==> src/rtl/mc_muldiv_unit_if.sv <==
// Operand/result bundle between the core controller (master) and the
// iterative multiply/divide unit (slave).
interface mc_muldiv_unit_if #(
   parameter int WIDTH = 32
);
   logic             start;
   logic [1:0]       op;
   logic [WIDTH-1:0] a;
   logic [WIDTH-1:0] b;
   logic             busy;
   logic             done;
   logic [WIDTH-1:0] result_lo;
   logic [WIDTH-1:0] result_hi;
   logic             div_zero;

   modport master (
      output start, op, a, b,
      input  busy, done, result_lo, result_hi, div_zero
   );

   modport slave (
      input  start, op, a, b,
      output busy, done, result_lo, result_hi, div_zero
   );
endinterface

==> src/rtl/mc_muldiv_unit.sv <==
// Iterative radix-2 MUL/UMULL/SMULL unit with optional restoring UDIV.
// UDIV datapath is built only when MULDIV_UDIV_EN is defined.
module mc_muldiv_unit #(
   parameter int WIDTH = 32
) (
   input logic             clk,
   input logic             reset,
   mc_muldiv_unit_if.slave bus
);
   localparam int CNT_W = $clog2(WIDTH) + 1;

   // IDLE wait for start | CALC one step per cycle | FIX sign/results | DONE pulse
   typedef enum logic [1:0] {
      S_IDLE = 2'd0,
      S_CALC = 2'd1,
      S_FIX  = 2'd2,
      S_DONE = 2'd3
   } state_t;

   state_t r_state;
   state_t w_next;

   logic [CNT_W-1:0]   r_cnt;
   logic [1:0]         r_op;
   logic [WIDTH-1:0]   r_mcand;
   logic [WIDTH-1:0]   r_hi;
   logic [WIDTH-1:0]   r_lo;
   logic               r_neg;
   logic [WIDTH-1:0]   r_res_lo;
   logic [WIDTH-1:0]   r_res_hi;
   logic               r_div_zero;

   logic               w_accept;
   logic               w_skip;
   logic               w_last;
   logic               w_busy;
   logic               w_done;
   logic [WIDTH-1:0]   w_a_mag;
   logic [WIDTH-1:0]   w_b_mag;
   logic [WIDTH:0]     w_add;
   logic [WIDTH-1:0]   w_step_hi;
   logic [WIDTH-1:0]   w_step_lo;
   logic [2*WIDTH-1:0] w_prod;
   logic [2*WIDTH-1:0] w_prod_neg;
   logic [WIDTH-1:0]   w_fix_hi;
   logic [WIDTH-1:0]   w_fix_lo;
`ifdef MULDIV_UDIV_EN
   logic               r_dz;
   logic [WIDTH:0]     w_rem_sh;
   logic [WIDTH-1:0]   w_rem_diff;
   logic               w_ge;
`endif

   assign w_accept = bus.start && (r_state == S_IDLE || r_state == S_DONE);
   assign w_last   = (r_cnt == CNT_W'(WIDTH - 1));

`ifdef MULDIV_UDIV_EN
   assign w_skip = (bus.op == 2'b11) && (bus.b == '0);
`else
   assign w_skip = (bus.op == 2'b11);
`endif

   // SMULL runs on magnitudes; the most-negative value maps to 2^(WIDTH-1) unchanged
   assign w_a_mag = (bus.op == 2'b10 && bus.a[WIDTH-1]) ? -bus.a : bus.a;
   assign w_b_mag = (bus.op == 2'b10 && bus.b[WIDTH-1]) ? -bus.b : bus.b;

   always_ff @(posedge clk) begin
      if (reset) begin
         r_state <= S_IDLE;
      end else begin
         r_state <= w_next;
      end
   end

   always_comb begin
      w_next = r_state;
      case (r_state)
         S_IDLE, S_DONE: w_next = w_accept ? (w_skip ? S_FIX : S_CALC) : S_IDLE;
         S_CALC:         if (w_last) w_next = S_FIX;
         S_FIX:          w_next = S_DONE;
         default:        w_next = S_IDLE;
      endcase
   end

   always_comb begin
      w_busy = 1'b0;
      w_done = 1'b0;
      case (r_state)
         S_CALC, S_FIX: w_busy = 1'b1;
         S_DONE:        w_done = 1'b1;
         default:       ;
      endcase
   end

   assign w_add = {1'b0, r_hi} + (r_lo[0] ? {1'b0, r_mcand} : '0);

`ifdef MULDIV_UDIV_EN
   assign w_rem_sh   = {r_hi, r_lo[WIDTH-1]};
   assign w_ge       = (w_rem_sh >= {1'b0, r_mcand});
   assign w_rem_diff = w_rem_sh[WIDTH-1:0] - r_mcand;
`endif

   always_comb begin
      w_step_hi = w_add[WIDTH:1];
      w_step_lo = {w_add[0], r_lo[WIDTH-1:1]};
`ifdef MULDIV_UDIV_EN
      if (r_op == 2'b11) begin
         w_step_hi = w_ge ? w_rem_diff : w_rem_sh[WIDTH-1:0];
         w_step_lo = {r_lo[WIDTH-2:0], w_ge};
      end
`endif
   end

   assign w_prod     = {r_hi, r_lo};
   assign w_prod_neg = -w_prod;

   always_comb begin
      {w_fix_hi, w_fix_lo} = w_prod;
      case (r_op)
         2'b10: if (r_neg) {w_fix_hi, w_fix_lo} = w_prod_neg;
         2'b11: begin
`ifdef MULDIV_UDIV_EN
            if (r_dz) begin
               w_fix_lo = '1;
               w_fix_hi = r_lo;
            end
`else
            w_fix_lo = '0;
            w_fix_hi = '0;
`endif
         end
         default: ;
      endcase
   end

   always_ff @(posedge clk) begin
      if (reset) begin
         r_cnt      <= '0;
         r_op       <= '0;
         r_mcand    <= '0;
         r_hi       <= '0;
         r_lo       <= '0;
         r_neg      <= 1'b0;
         r_res_lo   <= '0;
         r_res_hi   <= '0;
         r_div_zero <= 1'b0;
`ifdef MULDIV_UDIV_EN
         r_dz       <= 1'b0;
`endif
      end else begin
         if (w_accept) begin
            r_op       <= bus.op;
            r_cnt      <= '0;
            r_hi       <= '0;
            r_div_zero <= 1'b0;
            r_neg      <= (bus.op == 2'b10) && (bus.a[WIDTH-1] ^ bus.b[WIDTH-1]);
`ifdef MULDIV_UDIV_EN
            r_dz       <= (bus.b == '0);
            r_lo       <= (bus.op == 2'b11) ? bus.a : w_b_mag;
            r_mcand    <= (bus.op == 2'b11) ? bus.b : w_a_mag;
`else
            r_lo       <= w_b_mag;
            r_mcand    <= w_a_mag;
`endif
         end else if (r_state == S_CALC) begin
            r_cnt <= r_cnt + CNT_W'(1);
            r_hi  <= w_step_hi;
            r_lo  <= w_step_lo;
         end
         if (r_state == S_FIX) begin
            r_res_lo   <= w_fix_lo;
            r_res_hi   <= w_fix_hi;
`ifdef MULDIV_UDIV_EN
            r_div_zero <= (r_op == 2'b11) && r_dz;
`else
            r_div_zero <= 1'b0;
`endif
         end
      end
   end

   assign bus.busy      = w_busy;
   assign bus.done      = w_done;
   assign bus.result_lo = r_res_lo;
   assign bus.result_hi = r_res_hi;
   assign bus.div_zero  = r_div_zero;
endmodule

==> src/flat_wrapper.sv <==
// flat-port wrapper written by rule: the top's interface ports become plain ports
module mc_muldiv_unit_flat 
#(
   parameter int WIDTH = 32
)
  (clk, reset, bus_start, bus_op, bus_a, bus_b, bus_busy, bus_done, bus_result_lo, bus_result_hi, bus_div_zero);
  mc_muldiv_unit_if #(.WIDTH(WIDTH)) bus_i ();
  input logic clk;
  input logic reset;
  input wire logic [$bits(bus_i.start)-1:0] bus_start;
  input wire logic [$bits(bus_i.op)-1:0] bus_op;
  input wire logic [$bits(bus_i.a)-1:0] bus_a;
  input wire logic [$bits(bus_i.b)-1:0] bus_b;
  output wire logic [$bits(bus_i.busy)-1:0] bus_busy;
  output wire logic [$bits(bus_i.done)-1:0] bus_done;
  output wire logic [$bits(bus_i.result_lo)-1:0] bus_result_lo;
  output wire logic [$bits(bus_i.result_hi)-1:0] bus_result_hi;
  output wire logic [$bits(bus_i.div_zero)-1:0] bus_div_zero;
  assign bus_i.start = bus_start;
  assign bus_i.op = bus_op;
  assign bus_i.a = bus_a;
  assign bus_i.b = bus_b;
  assign bus_busy = bus_i.busy;
  assign bus_done = bus_i.done;
  assign bus_result_lo = bus_i.result_lo;
  assign bus_result_hi = bus_i.result_hi;
  assign bus_div_zero = bus_i.div_zero;
  mc_muldiv_unit #(.WIDTH(WIDTH)) u_core (.clk(clk), .reset(reset), .bus(bus_i));
endmodule
==> config.mk <==
export PLATFORM = sky130hd
export DESIGN_NAME = mc_muldiv_unit_flat
export DESIGN_NICKNAME = d
export VERILOG_FILES = /design/src/rtl/mc_muldiv_unit_if.sv /design/src/rtl/mc_muldiv_unit.sv /design/src/flat_wrapper.sv
export SDC_FILE = /design/constraint.sdc
export NUM_CORES = 1
export LEC_CHECK = 0
export ABC_AREA = 1
export CAP_MARGIN = 25
export CORE_MARGIN = 3
export CORE_UTILIZATION = 56
export CTS_CLUSTER_DIAMETER = 50
export DETAILED_ROUTE_END_ITERATION = 12
export PLACE_DENSITY = 0.8
export SLEW_MARGIN = 20
export SYNTH_ARGS = -nofsm -noshare
export SYNTH_HDL_FRONTEND = slang
export SYNTH_SLANG_ARGS = --single-unit
==> constraint.sdc <==
create_clock -name clk -period 6.35 [get_ports clk]
set_input_delay 1.5875 -clock clk [delete_from_list [all_inputs] [get_ports clk]]
set_output_delay 1.5875 -clock clk [all_outputs]
set_load 0.1 [all_outputs]
==> results_dict.tcl, run 1 <==
set metrics [dict create \
    drt_drc_violations_left 0 \
    min_period_ns 4.019 \
    clock_skew_ns 0.01181 \
    place_area_mm2 0.01404 \
    wl_mm 40.12 \
    synth.distinct_cells 57 \
    drive_above_1_share 0.05256 \
    syn_inst 2087 \
    fin_ws_ns 2.331 \
    start_kind "flip-flop" \
    cts_root_buf "clkbuf_16" \
    drv_slew 0 \
    peakVddDrop_mv 0.2827 \
    synthFlopType "dfxtp_1" \
    antenna_cells 0 \
    start_util 0.5746 \
    required_ns 4.76 \
    syn_to_final_growth_pct 16.22 \
    outcome "finished clean" \
    postRouteAntennaNets 0 \
    layout.nets 2284 \
    grt_usage 0.3258 \
    worstHoldStart "u_core.r_mcand[31]$_SDFFE_PP0P_" \
    reg2reg_depth 6 \
    tns_ns 0 \
    hold_violations 0 \
    dieArea_mm2 0.02437 \
    num_rows 54 \
    drt_iter0_drc 1655 \
    cts_setup_buffers 0 \
    die_x_um 156.1 \
    gp_congestion 1.024 \
    grt_use_met3 0.05825 \
    antenna_found_initial 0 \
    cts_hold_buffers 0 \
    hold_path.class "flip-flop to flip-flop" \
    hpwl_mm 31.41 \
    arrival_ns 2.43 \
    tightest_slew_ns 1.022 \
    synth_edf_count 0 \
    grt_pass1_wl_mm 64.60 \
    startpoint "u_core.r_state[0]$_SDFFE_PP0P_" \
    htreeDepth 4 \
    dr.pass1.iters 6 \
    die_h_um 156.1 \
    clk_latency_ns 0.45 \
    maxCapViolations 0 \
    clkTransAtPathRegs_ns 0.08 \
    vias 13980 \
    critPathCaptureType "primary output" \
    grt_pass1_vias 12580 \
    pre_cts_slack_ns 1.881 \
    synth-seq-cells 171 \
    design_area_mm2 0.01466 \
    grt-ovfl-total 0 \
    core_mm2 0.02196 \
    hold_depth 2 \
    fmax_mhz 248.8 \
    synthArstFlopShare 0 \
    num_io_pins 136 \
    hold_slack_ns 0.4558 \
    clock_sinks 171 \
    slew_headroom 0.3165 \
    vias_per_cell 5.662 \
    cts.repair.resized 0 \
    multi_input_area_mm2 0.007951 \
    regArea_mm2 0.003425 \
    fillers 2084 \
    synth_area_mm2 0.01262 \
    cts_buffers 17 \
    fin_crit_sh 0.6329 \
    powerDensity_mw_per_mm2 363.7 \
    setup_viol 0 \
    r2r-start "u_core.r_neg$_SDFFE_PP0P_" \
    yosysWarnings 0 \
    p_leak_nw 6.678 \
    ctsLongestPathBuffers 2 \
    met2_usage 0.4903 \
    crit_fanout 3 \
    use_met1 0.4836 \
    wl_per_cell_um 16.25 \
    top_usage_layer "met2" \
    grt_max_degree 99 \
    post_synth.cell_area_avg_um2 6.046 \
    synth.net_count 2196 \
    tritoncts "yes" \
    rsz0062_at_grt "no" \
    io_buffer_count 134 \
    crit_type "flip-flop to primary output" \
    synth-seq-area-share 0.2713 \
]
[cell type report]
cell class                 count  share of cell area
timing repair buffer         143             0.09778
inverter                     245             0.06280
clock buffer                  18             0.02927
clock inverter                14             0.01049
multi-input combinational   1597              0.5422
tap                          280             0.02389
sequential                   171              0.2335
[cells by family after synthesis]
group,count (synthesis),share of synthesized area
other,1,0.0002972
adders and majority gates,40,0.04026
DFF,171,0.2713
and+or+nand+nor,1098,0.3779
buffers and inverters,319,0.09956
xor gates and xnor gates,60,0.04165
AOI/OAI and AO/OA,398,0.1690
[metrics by stage]
step	std cells	util	power, W
global placement	2434	0.6393	0.004154
CTS	2466	0.6658	0.005251
floorplan	2087	-	0.003488
detailed placement	2434	0.6393	0.004192
global route	2468	0.6678	0.005666
finish	2468	0.6678	0.005334
[sequential cells by signal, indices dropped and copies added (netlist names)]
signal and cells:
u_core.r_lo 32, u_core.r_neg 1, u_core.r_cnt 6, u_core.r_hi 32, u_core.r_state 2, u_core.bus.result_lo 32, u_core.bus.result_hi 32, u_core.r_op 2
u_core.r_mcand 32
[metal layers]
metal | vias up | routed length, um
met4 | 0 | 876
met3 | 71 | 4150
met5 | - | 0
met1 | 6246 | 18190
li1 | 7003 | -
met2 | 655 | 16890
[synth_stat cells, types with 7 or more instances]
cell type	count	area [um2]
nor3_1	23	115.1
o21ai_0	132	660.6
o21ai_1	18	90.09
a31oi_1	7	43.79
ha_1	39	488.0
xor2_1	56	490.5
nand3_1	194	970.9
nor4_1	7	43.79
nand2_2	15	93.84
a21oi_1	198	991.0
nand4_1	34	212.7
nor2_2	16	100.1
inv_1	231	867.1
buf_2	19	95.09
nor2_1	192	720.7
inv_2	13	48.80
clkbuf_1	38	142.6
nand2_1	579	2173
buf_1	11	41.29
dfxtp_1	171	3423
[power by group]
group          internal, W  switching, W  total [W]
clock network     0.000559      0.000504    0.00106
registers          0.00130      0.000258    0.00156
logic             0.000768       0.00194    0.00271
[worst max-delay path: stages, from the launching register on]
cell	delay (ns)
dfxtp_1	0.37
inv_1	0.07
ha_1	0.31
inv_1	0.09
clkdlybuf4s50_1	1.14
[placed cells by master, fill, tap and decap left out, types with 6 or more instances in the layout]
cell type	instances
clkbuf_16	17
o21ai_0	132
nand3_1	194
nand3b_1	6
buf_4	8
a21oi_1	197
nand2_1	579
inv_2	13
a21o_1	6
xor2_1	56
nor4_1	7
o21bai_1	6
dfxtp_1	170
clkdlybuf4s50_1	133
nand2_2	15
nor2_1	191
a31oi_1	7
inv_1	231
nand4_1	34
nor2_2	17
nor3_1	23
ha_1	39
o21ai_1	18
[path summary, 6_finish.rpt]
kind,to,slack [ns]
setup reg to reg,u_core.bus.result_hi[16]$_SDFFE_PP0P_,3.19
setup / recovery,bus_busy,2.33
hold reg to reg,u_core.r_mcand[31]$_SDFFE_PP0P_,0.46
hold / removal,u_core.r_mcand[31]$_SDFFE_PP0P_,0.46
Note: power is estimated with default switching activity, not from simulation.
==> run 2: changes to the inputs <==
==> constraint.sdc (replaced) <==
create_clock -name clk -period 3.8 [get_ports clk]
set_input_delay 0.95 -clock clk [delete_from_list [all_inputs] [get_ports clk]]
set_output_delay 0.95 -clock clk [all_outputs]
set_load 0.1 [all_outputs]
==> results_dict.tcl, run 2 (synthesized netlist as in run 1, its figures left out) <==
set metrics [dict create \
    cts.repair.resized 0 \
    tightest_slew_ns 1.019 \
    powerDensity_mw_per_mm2 616.4 \
    cp.depth 1 \
    grt_pass1_vias 12600 \
    wl_mm 41.56 \
    maxCapViolations 0 \
    antenna_found_initial 0 \
    crit_type "flip-flop to primary output" \
    tritoncts "yes" \
    drive_above_1_share 0.05781 \
    cts_buffers 17 \
    grt_usage 0.3333 \
    reg2reg_depth 11 \
    die_x_um 156.1 \
    arrival_ns 1.94 \
    cts_hold_buffers 0 \
    num_io_pins 136 \
    dr.pass1.iters 8 \
    tns_ns 0 \
    fin_ws_ns 0.9068 \
    startpoint "u_core.bus.result_hi[17]$_SDFFE_PP0P_" \
    min_period_ns 2.893 \
    r2r_setup_slack_ns 1.00 \
    clkTransAtPathRegs_ns 0.08 \
    start_util 0.5746 \
    cts_setup_buffers 0 \
    postRouteAntennaNets 0 \
    clock_skew_ns 0.01704 \
    ctsLongestPathBuffers 2 \
    gp_congestion 1.027 \
    fmax_mhz 345.6 \
    grt_max_degree 89 \
    p_clk_frac 0.205 \
    drt_drc_violations_left 0 \
    peakVddDrop_mv 0.4187 \
    dieArea_mm2 0.02437 \
    slowest_delay_ns 1.17 \
    final_common_cell "nand2_1" \
    rsz0062_at_grt "no" \
    antenna_cells 0 \
    critPathCaptureType "primary output" \
    wl_per_cell_um 16.78 \
    pwr-share-seq 0.286 \
    clock_sinks 171 \
    p_sw_w 0.004647 \
    drv_slew 0 \
    post-route-util 0.6718 \
    p_int_w 0.004446 \
    setup_viol 0 \
    start_kind "flip-flop" \
    cp_top_family "buffers and inverters" \
    p_sw_frac 0.5110 \
    hpwl_mm 32.59 \
    grt_pass1_wl_mm 65.59 \
    endpoint "bus_result_hi[17]" \
    rr_endpoint "u_core.r_hi[29]$_SDFFE_PP0P_" \
    io_buffer_count 134 \
    grt-ovfl-total 0 \
    p_leak_nw 6.744 \
    cts_root_buf "clkbuf_16" \
    crit_buf_inv 1 \
    outcome "finished clean" \
    num_rows 54 \
    p_total_w 0.009093 \
    syn_to_final_growth_pct 16.92 \
    hold_path.class "flip-flop to flip-flop" \
    pwr-share-comb 0.509 \
    crit_fanout 2 \
    fin_crit_sh 0.7614 \
    drt_iter0_drc 1572 \
    die_h_um 156.1 \
    core_mm2 0.02196 \
    r2r-start "u_core.r_lo[0]$_SDFFE_PP0P_" \
    slew_headroom 0.3186 \
    vias 14150 \
    slowest_stage "clkdlybuf4s50_1" \
    pre_cts_slack_ns 0.7042 \
    layout.nets 2293 \
    final_cell_mix "nand2_1, inv_1, a21oi_1, nand3_1, nor2_1" \
    crit_chain "clkdlybuf4s50_1" \
    vias_per_cell 5.712 \
    hold_violations 0 \
    clk_latency_ns 0.44 \
    htreeDepth 4 \
    required_ns 2.85 \
]
-- run 2: cell types whose count changed in the layout (fill, tap and decap cells not counted), moves of 2 or more --
cell | before | now
clkinv_4 | 2 | 0
clkinv_8 | 1 | 6
clkdlybuf4s50_1 | 133 | 130
buf_4 | 8 | 21
-- run 2: final cells by class --
cell class | count | area [um2]
Fill cell | 2072 | 7207
Clock inverter | 15 | 201.4
Sequential cell | 171 | 3423
Multi-Input combinational cell | 1597 | 7951
Tap cell | 280 | 350.3
Clock buffer | 17 | 425.4
Inverter | 245 | 920.9
Timing Repair Buffer | 152 | 1479
-- run 2: power groups by stage --
stage / Combinational (W) / Clock [W] / Sequential (W)
2_1_floorplan: 0.00289 / 0 / 0.00294
3_3_place_gp: 0.00444 / 0 / 0.00260
3_5_place_dp: 0.00449 / 0 / 0.00261
4_1_cts: 0.00453 / 0.00187 / 0.00257
5_1_grt: 0.00503 / 0.00196 / 0.00264
6_report: 0.00463 / 0.00186 / 0.00260
-- run 2: metal layers --
layer | vias up | GRT usage | share of wire
li1 | 6998 | - | -
met1 | 6342 | 0.4877 | 0.45
met2 | 721 | 0.5107 | 0.42
met3 | 88 | 0.05049 | 0.10
met4 | 0 | 0.09379 | 0.026
met5 | - | 0 | 0
-- run 2: worst min-delay path by stage --
| stage | slack, ns | start | depth (start not counted) | endpoint |
|---|---|---|---|---|
| after detailed placement | 0.44 | u_core.r_mcand[13]$_SDFFE_PP0P_ | 2 | u_core.r_mcand[13]$_SDFFE_PP0P_ |
| after global routing | 0.47 | u_core.r_mcand[31]$_SDFFE_PP0P_ | 2 | u_core.r_mcand[31]$_SDFFE_PP0P_ |
| after global placement | 0.44 | u_core.r_mcand[19]$_SDFFE_PP0P_ | 2 | u_core.r_mcand[19]$_SDFFE_PP0P_ |
| after floorplan | 0.42 | u_core.r_mcand[2]$_SDFFE_PP0P_ | 2 | u_core.r_mcand[2]$_SDFFE_PP0P_ |
| after CTS | 0.46 | u_core.r_mcand[13]$_SDFFE_PP0P_ | 2 | u_core.r_mcand[13]$_SDFFE_PP0P_ |
| final | 0.46 | u_core.r_mcand[13]$_SDFFE_PP0P_ | 2 | u_core.r_mcand[13]$_SDFFE_PP0P_ |
-- run 2: metrics by stage --
stage | hold slack (ns) | std cells | cell area, um2
global placement | 0.4376 | 2445 | 14120
detailed placement | 0.4440 | 2445 | 14120
global route | 0.4676 | 2477 | 14750
floorplan | 0.4179 | 2087 | 12620
finish | 0.4555 | 2477 | 14750
CTS | 0.4558 | 2477 | 14750
